--- src/rtl/spike_dispatch_sink.sv ---
// Spike dispatch sink: serialises a captured fire vector into ascending index words plus a
// popcount word. Optional snk_last output enabled by defining SPIKE_DISPATCH_SINK_LAST_EN.
module spike_dispatch_sink #(
    parameter int unsigned NUM_OUT     = 8,
    parameter int unsigned COUNT_FIRST = 0,
    localparam int unsigned SNK_WIDTH  = $clog2(NUM_OUT + 1)
) (
    input  logic                 clk,
    input  logic                 rst,
    input  logic                 net_valid,
    output logic                 net_ready,
    input  logic [NUM_OUT-1:0]   net_out,
    output logic                 snk_valid,
    input  logic                 snk_ready,
    output logic [SNK_WIDTH-1:0] snk
`ifdef SPIKE_DISPATCH_SINK_LAST_EN
    ,
    output logic                 snk_last
`endif
);

    localparam bit CntFirst = (COUNT_FIRST != 0);

    typedef enum logic [1:0] {StIdle, StEmitIdx, StEmitCnt} state_e;

    state_e               state_q;
    logic [NUM_OUT-1:0]   mask_q;
    logic [SNK_WIDTH-1:0] cnt_q;
    logic [SNK_WIDTH-1:0] snk_q;
    logic                 snk_valid_q;
    logic                 last_q;

    function automatic logic [SNK_WIDTH-1:0] ffs(input logic [NUM_OUT-1:0] v);
        logic [SNK_WIDTH-1:0] r;
        r = '0;
        for (int i = int'(NUM_OUT) - 1; i >= 0; i--) begin
            if (v[i]) r = SNK_WIDTH'(i);
        end
        return r;
    endfunction

    function automatic logic [SNK_WIDTH-1:0] popcnt(input logic [NUM_OUT-1:0] v);
        logic [SNK_WIDTH-1:0] r;
        r = '0;
        for (int i = 0; i < int'(NUM_OUT); i++) begin
            r = r + SNK_WIDTH'(v[i]);
        end
        return r;
    endfunction

    function automatic logic at_most_one(input logic [NUM_OUT-1:0] v);
        return (v & (v - NUM_OUT'(1))) == '0;
    endfunction

    logic                 net_hs;
    logic                 snk_hs;
    logic                 frame_done;
    logic [NUM_OUT-1:0]   mask_nxt;
    logic                 in_zero;
    state_e               ld_state;
    logic [SNK_WIDTH-1:0] ld_snk;

    assign snk_hs     = snk_valid_q && snk_ready;
    assign frame_done = (state_q == StIdle) || (snk_hs && last_q);
    assign net_ready  = !rst && frame_done;
    assign net_hs     = net_valid && net_ready;

    // Mask with its lowest set bit cleared: what remains after the current index word.
    assign mask_nxt = mask_q & (mask_q - NUM_OUT'(1));

    // An all-zero frame is a lone count word in either mode.
    assign in_zero  = (net_out == '0);
    assign ld_state = (CntFirst || in_zero) ? StEmitCnt : StEmitIdx;
    assign ld_snk   = (CntFirst || in_zero) ? popcnt(net_out) : ffs(net_out);

    always_ff @(posedge clk) begin
        if (rst) begin
            state_q     <= StIdle;
            mask_q      <= '0;
            cnt_q       <= '0;
            snk_q       <= '0;
            snk_valid_q <= 1'b0;
            last_q      <= 1'b0;
        end else if (net_hs) begin
            state_q     <= ld_state;
            mask_q      <= net_out;
            cnt_q       <= popcnt(net_out);
            snk_q       <= ld_snk;
            snk_valid_q <= 1'b1;
            last_q      <= in_zero;
        end else if (frame_done) begin
            state_q     <= StIdle;
            mask_q      <= '0;
            cnt_q       <= '0;
            snk_q       <= '0;
            snk_valid_q <= 1'b0;
            last_q      <= 1'b0;
        end else if (snk_hs) begin
            // Only non-final words reach here; the final word is covered by frame_done.
            unique case (state_q)
                StEmitIdx: begin
                    mask_q <= mask_nxt;
                    if (mask_nxt != '0) begin
                        snk_q  <= ffs(mask_nxt);
                        last_q <= CntFirst && at_most_one(mask_nxt);
                    end else begin
                        state_q <= StEmitCnt;
                        snk_q   <= cnt_q;
                        last_q  <= 1'b1;
                    end
                end
                StEmitCnt: begin
                    state_q <= StEmitIdx;
                    snk_q   <= ffs(mask_q);
                    last_q  <= at_most_one(mask_q);
                end
                default: begin
                    state_q     <= StIdle;
                    snk_valid_q <= 1'b0;
                end
            endcase
        end
    end

    assign snk_valid = snk_valid_q;
    assign snk       = snk_q;

`ifdef SPIKE_DISPATCH_SINK_LAST_EN
    assign snk_last = last_q;
`endif

endmodule

--- config.mk ---
export PLATFORM = sky130hd
export DESIGN_NAME = spike_dispatch_sink
export DESIGN_NICKNAME = d
export VERILOG_FILES = /design/src/rtl/spike_dispatch_sink.sv
export SDC_FILE = /design/constraint.sdc
export NUM_CORES = 1
export LEC_CHECK = 0
export CELL_PAD_IN_SITES_DETAIL_PLACEMENT = 0
export CELL_PAD_IN_SITES_GLOBAL_PLACEMENT = 1
export CORE_MARGIN = 2
export CORE_UTILIZATION = 37
export DETAILED_ROUTE_END_ITERATION = 6
export PLACE_DENSITY = 0.85
export SETUP_SLACK_MARGIN = 0.2
export SYNTH_ARGS = -nofsm -noshare
export SYNTH_HDL_FRONTEND = slang
export SYNTH_SLANG_ARGS = --single-unit
--- constraint.sdc ---
create_clock -name clk -period 3.65 [get_ports clk]
set_clock_uncertainty 0.15 [all_clocks]
set_input_delay 0.73 -clock clk [delete_from_list [all_inputs] [get_ports clk]]
set_output_delay 0.73 -clock clk [all_outputs]
set_load 0.03 [all_outputs]
# Yosys cells after proc, flatten, opt, wreduce, memory -nomap -nowiden
# Cells that the tools add are included.
word_totals:
  latchBits: 0
  input_bits: 12
  out_inout_bits: 6
  ram_bits: 0
  romBits: 0
  register_bits: 20
  mem_count: 0
op_classes:
  n_div: 0
  eq_ne: 4
  mul: 0
  bitwise_logic: 1
  mux: 51
  n_reduce_logical: 19
  n_addsub: 8
  n_shift: 0
  n_lt_le_gt_ge: 0
ops:
  columns: ["op", "n"]
  rows:
  - ["two-way mux 4 bit", 28]
  - ["two-way mux 8 bit", 4]
  - ["adder 4 x 1 -> 4 bit", 4]
  - ["zero test 8 bit", 2]
  - ["two-way mux 2 bit", 5]
  - ["two-way mux 3 bit", 3]
  - ["AND 8 bit", 1]
  - ["two-way mux 1 bit", 8]
  - ["case mux 4 bit (2 select lines)", 1]
  - ["AND reduction 2 bit", 4]
  - ["nonzero test 8 bit", 1]
  - ["subtractor 8 x 1 -> 8 bit, second input constant", 1]
  - ["nonzero test 3 bit", 2]
  - ["adder 3 x 1 -> 4 bit", 1]
  - ["logical AND 1 bit", 4]
  - ["!= test 4 bit, second input constant", 1]
  - ["case mux 2 bit (2 select lines)", 1]
  - ["nonzero test 4 bit", 1]
  - ["adder 2 x 1 -> 3 bit", 1]
  - ["!= test 3 x 1 -> 1 bit, second input constant", 1]
  - ["adder 1 x 1 -> 2 bit", 1]
  - ["equality test 2 x 1 -> 1 bit, second input constant", 1]
  - ["equality test 2 bit, second input constant", 1]
  - ["zero test 2 bit", 1]
  - ["other kinds (5)", 5]

# Depth between registers and ports, before layout
depth:
  depth_word: 15
  mapped_depth: 13

# Worst setup path after synthesis
# Ideal clock, no wire load.
synth_path:
  path_kind: "input-to-reg"
  start: "input net_out[0]"
  end: "register snk_q[2] (netlist: snk[2])"
  stages: 13
  setup_time_ps: 86
  n_path_buf: 0
  arrival_time_ps: 3411
  setup_slack_ps: 4
  path_cell_list: "fa_1 -> inv_1 -> fa_1 -> fa_1 -> inv_1 -> ha_1 -> inv_1 -> fa_1 -> xnor2_1 -> nand3_1 -> o31ai_1 -> a31oi_1 -> a211oi_1"
synth_between:
  elab_chain_len: 9
synth_rtl:
  columns: ["item", "line_no", "source"]
  rows:
  - ["from (decl)", "12", "input logic [NUM_OUT-1:0] net_out,"]
  - ["adder 1 x 1 -> 2 bit", "46", "r = r + SNK_WIDTH'(v[i]);"]
  - ["adder 2 x 1 -> 3 bit", "46", null]
  - ["adder 3 x 1 -> 4 bit", "46", null]
  - ["adder 4 x 1 -> 4 bit (4 in a row)", "46", null]
  - ["two-way mux 4 bit (*)", "74", "assign ld_snk = (CntFirst || in_zero) ? popcnt(net_out) : ffs(net_out);"]
  - ["two-way mux 4 bit (*)", "84", "end else if (net_hs) begin"]
  - ["to (signal assigned)", "88", "snk_q <= ld_snk;"]
  - ["to (signal assigned)", "104", "snk_q <= ffs(mask_nxt);"]
  - ["to (signal assigned)", "108", "snk_q <= cnt_q;"]
  - ["to (decl)", "29", "logic [SNK_WIDTH-1:0] snk_q;"]
# Every way passes the cells marked *; elsewhere a longest branch is shown, timed or not.
# A chain may end at the register's enable or synchronous reset.

# Final worst setup path
layout_path:
  start: "input net_out[1]"
  end: "register snk_q[2] (netlist: snk[2])"
# The elaborated chain is that of the path after synthesis.

==> flow_summary.toml <==
[status]
status = "finished, final reports clean"

[drt]
detail_route.vias_per_cell = 5.83
wl_per_cell_um = 15.5
first_pass_iters = 6
drt_iter0_drc = 107
routed_wl_mm = 4.25
drc = 0
vias = 1604
postRouteAntennaNets = 0

[cts]
clk_pin_slew_ns = 0.08
cts_tree = "yes"
clock-sinks = 20
clock_path_buffers = 2
hold_buffers = 0
clk_latency_ns = 0.27
cts-htree-levels = 1
cts_made_buffers = 3
cts_root_buf = "clkbuf_8"

[sta]
maxClockFrequency_ghz = 0.281
timing.slew.headroom = 0.664
hold_ws_ns = 0.306
layout_min_cycle_time_ns = 3.55
setup_viol_count_final = 0
rsz0062_at_grt = "yes"
finalHoldViolations = 0
slew_violations = 0
worst_slack_ns = 0.0973
worst_pin_slew_ns = 0.492
finalCritPeriodShare = 0.973
finalSetupTns_ns = 0

[finish]
final_cells = 275
synthToLayoutAreaGrowth_pct = 22.5
post-route-util = 0.479
nets = 250
drive_gt1_frac = 0.156
n_antenna_cell = 0

[floorplanning]
die_x_um = 69.7
start_util = 0.391
core-area_um2 = 4090
fp.dieH_um = 69.7
num_io_pins = 18
row_count = 23
die-area_um2 = 4860

[yosys]
yosysSeqAreaShare = 0.250
synth_area_leaders = "dfxtp_1 (25%), a21oi_1 (6.9%), ha_1 (6.3%)"
syn_area_per_cell_um2 = 7.76
netlist-cell-type-count = 51
ys_ff_latch = 20
yosysTopAreaCell = "dfxtp_1"
syn_area_um2 = 1600
syn-num-nets = 230
synth_ff_type = "dfxtp_1"
yosysWarnings = 0
synthArstFlopShare = 0
yosysTopAreaCellShare = 0.250
synth_edf_count = 0
syn_inst = 206

[min_path]
holdPathEnd = "cnt_q[0]$_SDFFE_PP0P_"
min_path_type = "reg2reg"
min_path_cells = 2
hold_path.startpoint = "cnt_q[0]$_SDFFE_PP0P_"

[setup_path]
path_delay_family = "adder cells"
path_cells = "buf_6 > fa_1 > inv_1 > fa_1 > fa_1 > inv_1 > ha_2 > inv_2 > fa_2 > xnor2_2 > nand3_1 > o31ai_1 > a31oi_1 > a211oi_1"
crit_path_start_kind = "primary input"
crit_top_cell = "fa_1"
arrival_ns = 3.60
cp-end-kind = "register"
cp_max_fo = 2
required_ns = 3.69
cpMaxStageDelayCell = "fa_1"
slowest_delay_ns = 0.52
critPathKind = "in2reg"
r2r_start = "state_q[0]$_SDFFE_PP0P_"
reg2reg_depth = 8
cp_num_buf_inv = 4
r2r_setup_slack_ns = 1.53
timing.rr.end = "snk[1]$_SDFFE_PP0P_"

[global_routing]
grt_pass1_wl_mm = 7.29
grt_overflow_total = 0
grt_antenna_before_repair = 0
track_usage = 0.184
grt_max_degree = 23
grt_pass1_vias = 1535

[run]
max-cap-violations = 0

[power]
p_per_area_nw_per_um2 = 656
peakVddDrop_uv = 261
leakage_nw = 0.727

[placement]
io_buffers = 17
dpl.cell_count = 270
post-place-ws_ns = -0.587
place.gp.congestion = 0.898
hpwlAfterDp_mm = 3.13
worst register-to-register path, delay by kind of cell (launching register included):
family | cells | cell delay, ns
flip-flops | 1 | 0.38
buffers and inverters | 2 | 0.36
AND/OR/NAND/NOR | 1 | 0.12
AO/OA/AOI/OAI | 4 | 0.75
adder cells (fa/ha/maj) | 1 | 0.26
sequential cells by signal, summed over array words and instances, names as in the netlist:
signal and count:
state_q 2, snk 4, last_q 1, snk_valid 1, cnt_q 4, mask_q 8
area by class of cell:
class | count | area (um2)
flip-flops and latches | 20 | 400
clock inverters | 1 | 30.0
well taps | 50 | 62.6
multi-input cells | 155 | 1100
inverters | 16 | 60.1
fillers | 425 | 2130
clock buffers | 3 | 41.3
repair buffers | 30 | 259
layout by cell type, fill, tap and decap left out, types with 7 or more instances in the layout:
cell	netlist	final
nand3_1	14	13
nand2_1	15	15
a21oi_1	22	21
o211ai_1	7	7
nor2_1	13	13
ha_1	8	7
clkdlybuf4s50_1	0	14
inv_1	16	15
buf_4	0	13
dfxtp_1	20	20
report_power, final:
part	switching, mW	leakage [nW]	internal [mW]
clock	0.0817	0.0357	0.147
combinational	0.422	0.528	0.291
sequential	0.0709	0.164	0.272
total	0.575	0.727	0.709
per-layer routing:
layer,global-route usage,up-vias,share of wire
met5,0,-,0
met4,0.0748,0,0.022
met1,0.263,754,0.49
met3,0.0218,6,0.035
li1,-,806,-
met2,0.280,38,0.45
per-stage QoR:
stage / area, um2 / total power [mW]
finish: 1960 / 1.28
global route: 1960 / 1.38
CTS: 1950 / 1.29
detailed placement: 1880 / 1.04
global placement: 1880 / 1.05
floorplan: 1620 / 0.830
kinds of logic after synthesis:
group / after synthesis / synth area share
buf+inv: 31 / 0.0806
xor+xnor: 1 / 0.00548
flops: 20 / 0.250
compound gates: 69 / 0.297
fa+ha+maj: 13 / 0.120
simple gates: 72 / 0.246
cells in the mapped netlist (all sizes together) (2+ instances only):
cell type and n:
a311oi 2, o211ai 8, nand2b 6, buf 6
nor2b 2, or3 3, clkbuf 9, o311ai 3
o21ai 6, ha 8, nor4 2, a211oi 6
nand2 15, o32ai 3, nor3 2, nand4 3
dfxtp 20, nand4b 4, nand3 14, nor2 13
inv 16, a21oi 22, or4 2, a31oi 5
nand3b 2, fa 4
worst max-delay path by stage:
stage                                     end  depth (start not counted)       start  slack (ns)
after CTS                 snk[2]$_SDFFE_PP0P_                         14  net_out[1]       0.007
final                     snk[2]$_SDFFE_PP0P_                         14  net_out[1]         0.1
after global placement    snk[2]$_SDFFE_PP0P_                         14  net_out[0]       -0.53
after detailed placement  snk[2]$_SDFFE_PP0P_                         14  net_out[0]       -0.59
after global routing      snk[2]$_SDFFE_PP0P_                         14  net_out[1]       -0.06
after floorplan           snk[2]$_SDFFE_PP0P_                         13  net_out[0]       0.005
repair_timing:
| action | 4_1_cts | 5_1_grt |
|---|---|---|
| setup buffers | 1 | 0 |
| pin swaps | 9 | 6 |
| gates resized for setup | 16 | 1 |
| setup endpoints to repair | 6 | 4 |
Note: power is estimated with default switching activity, not from simulation.
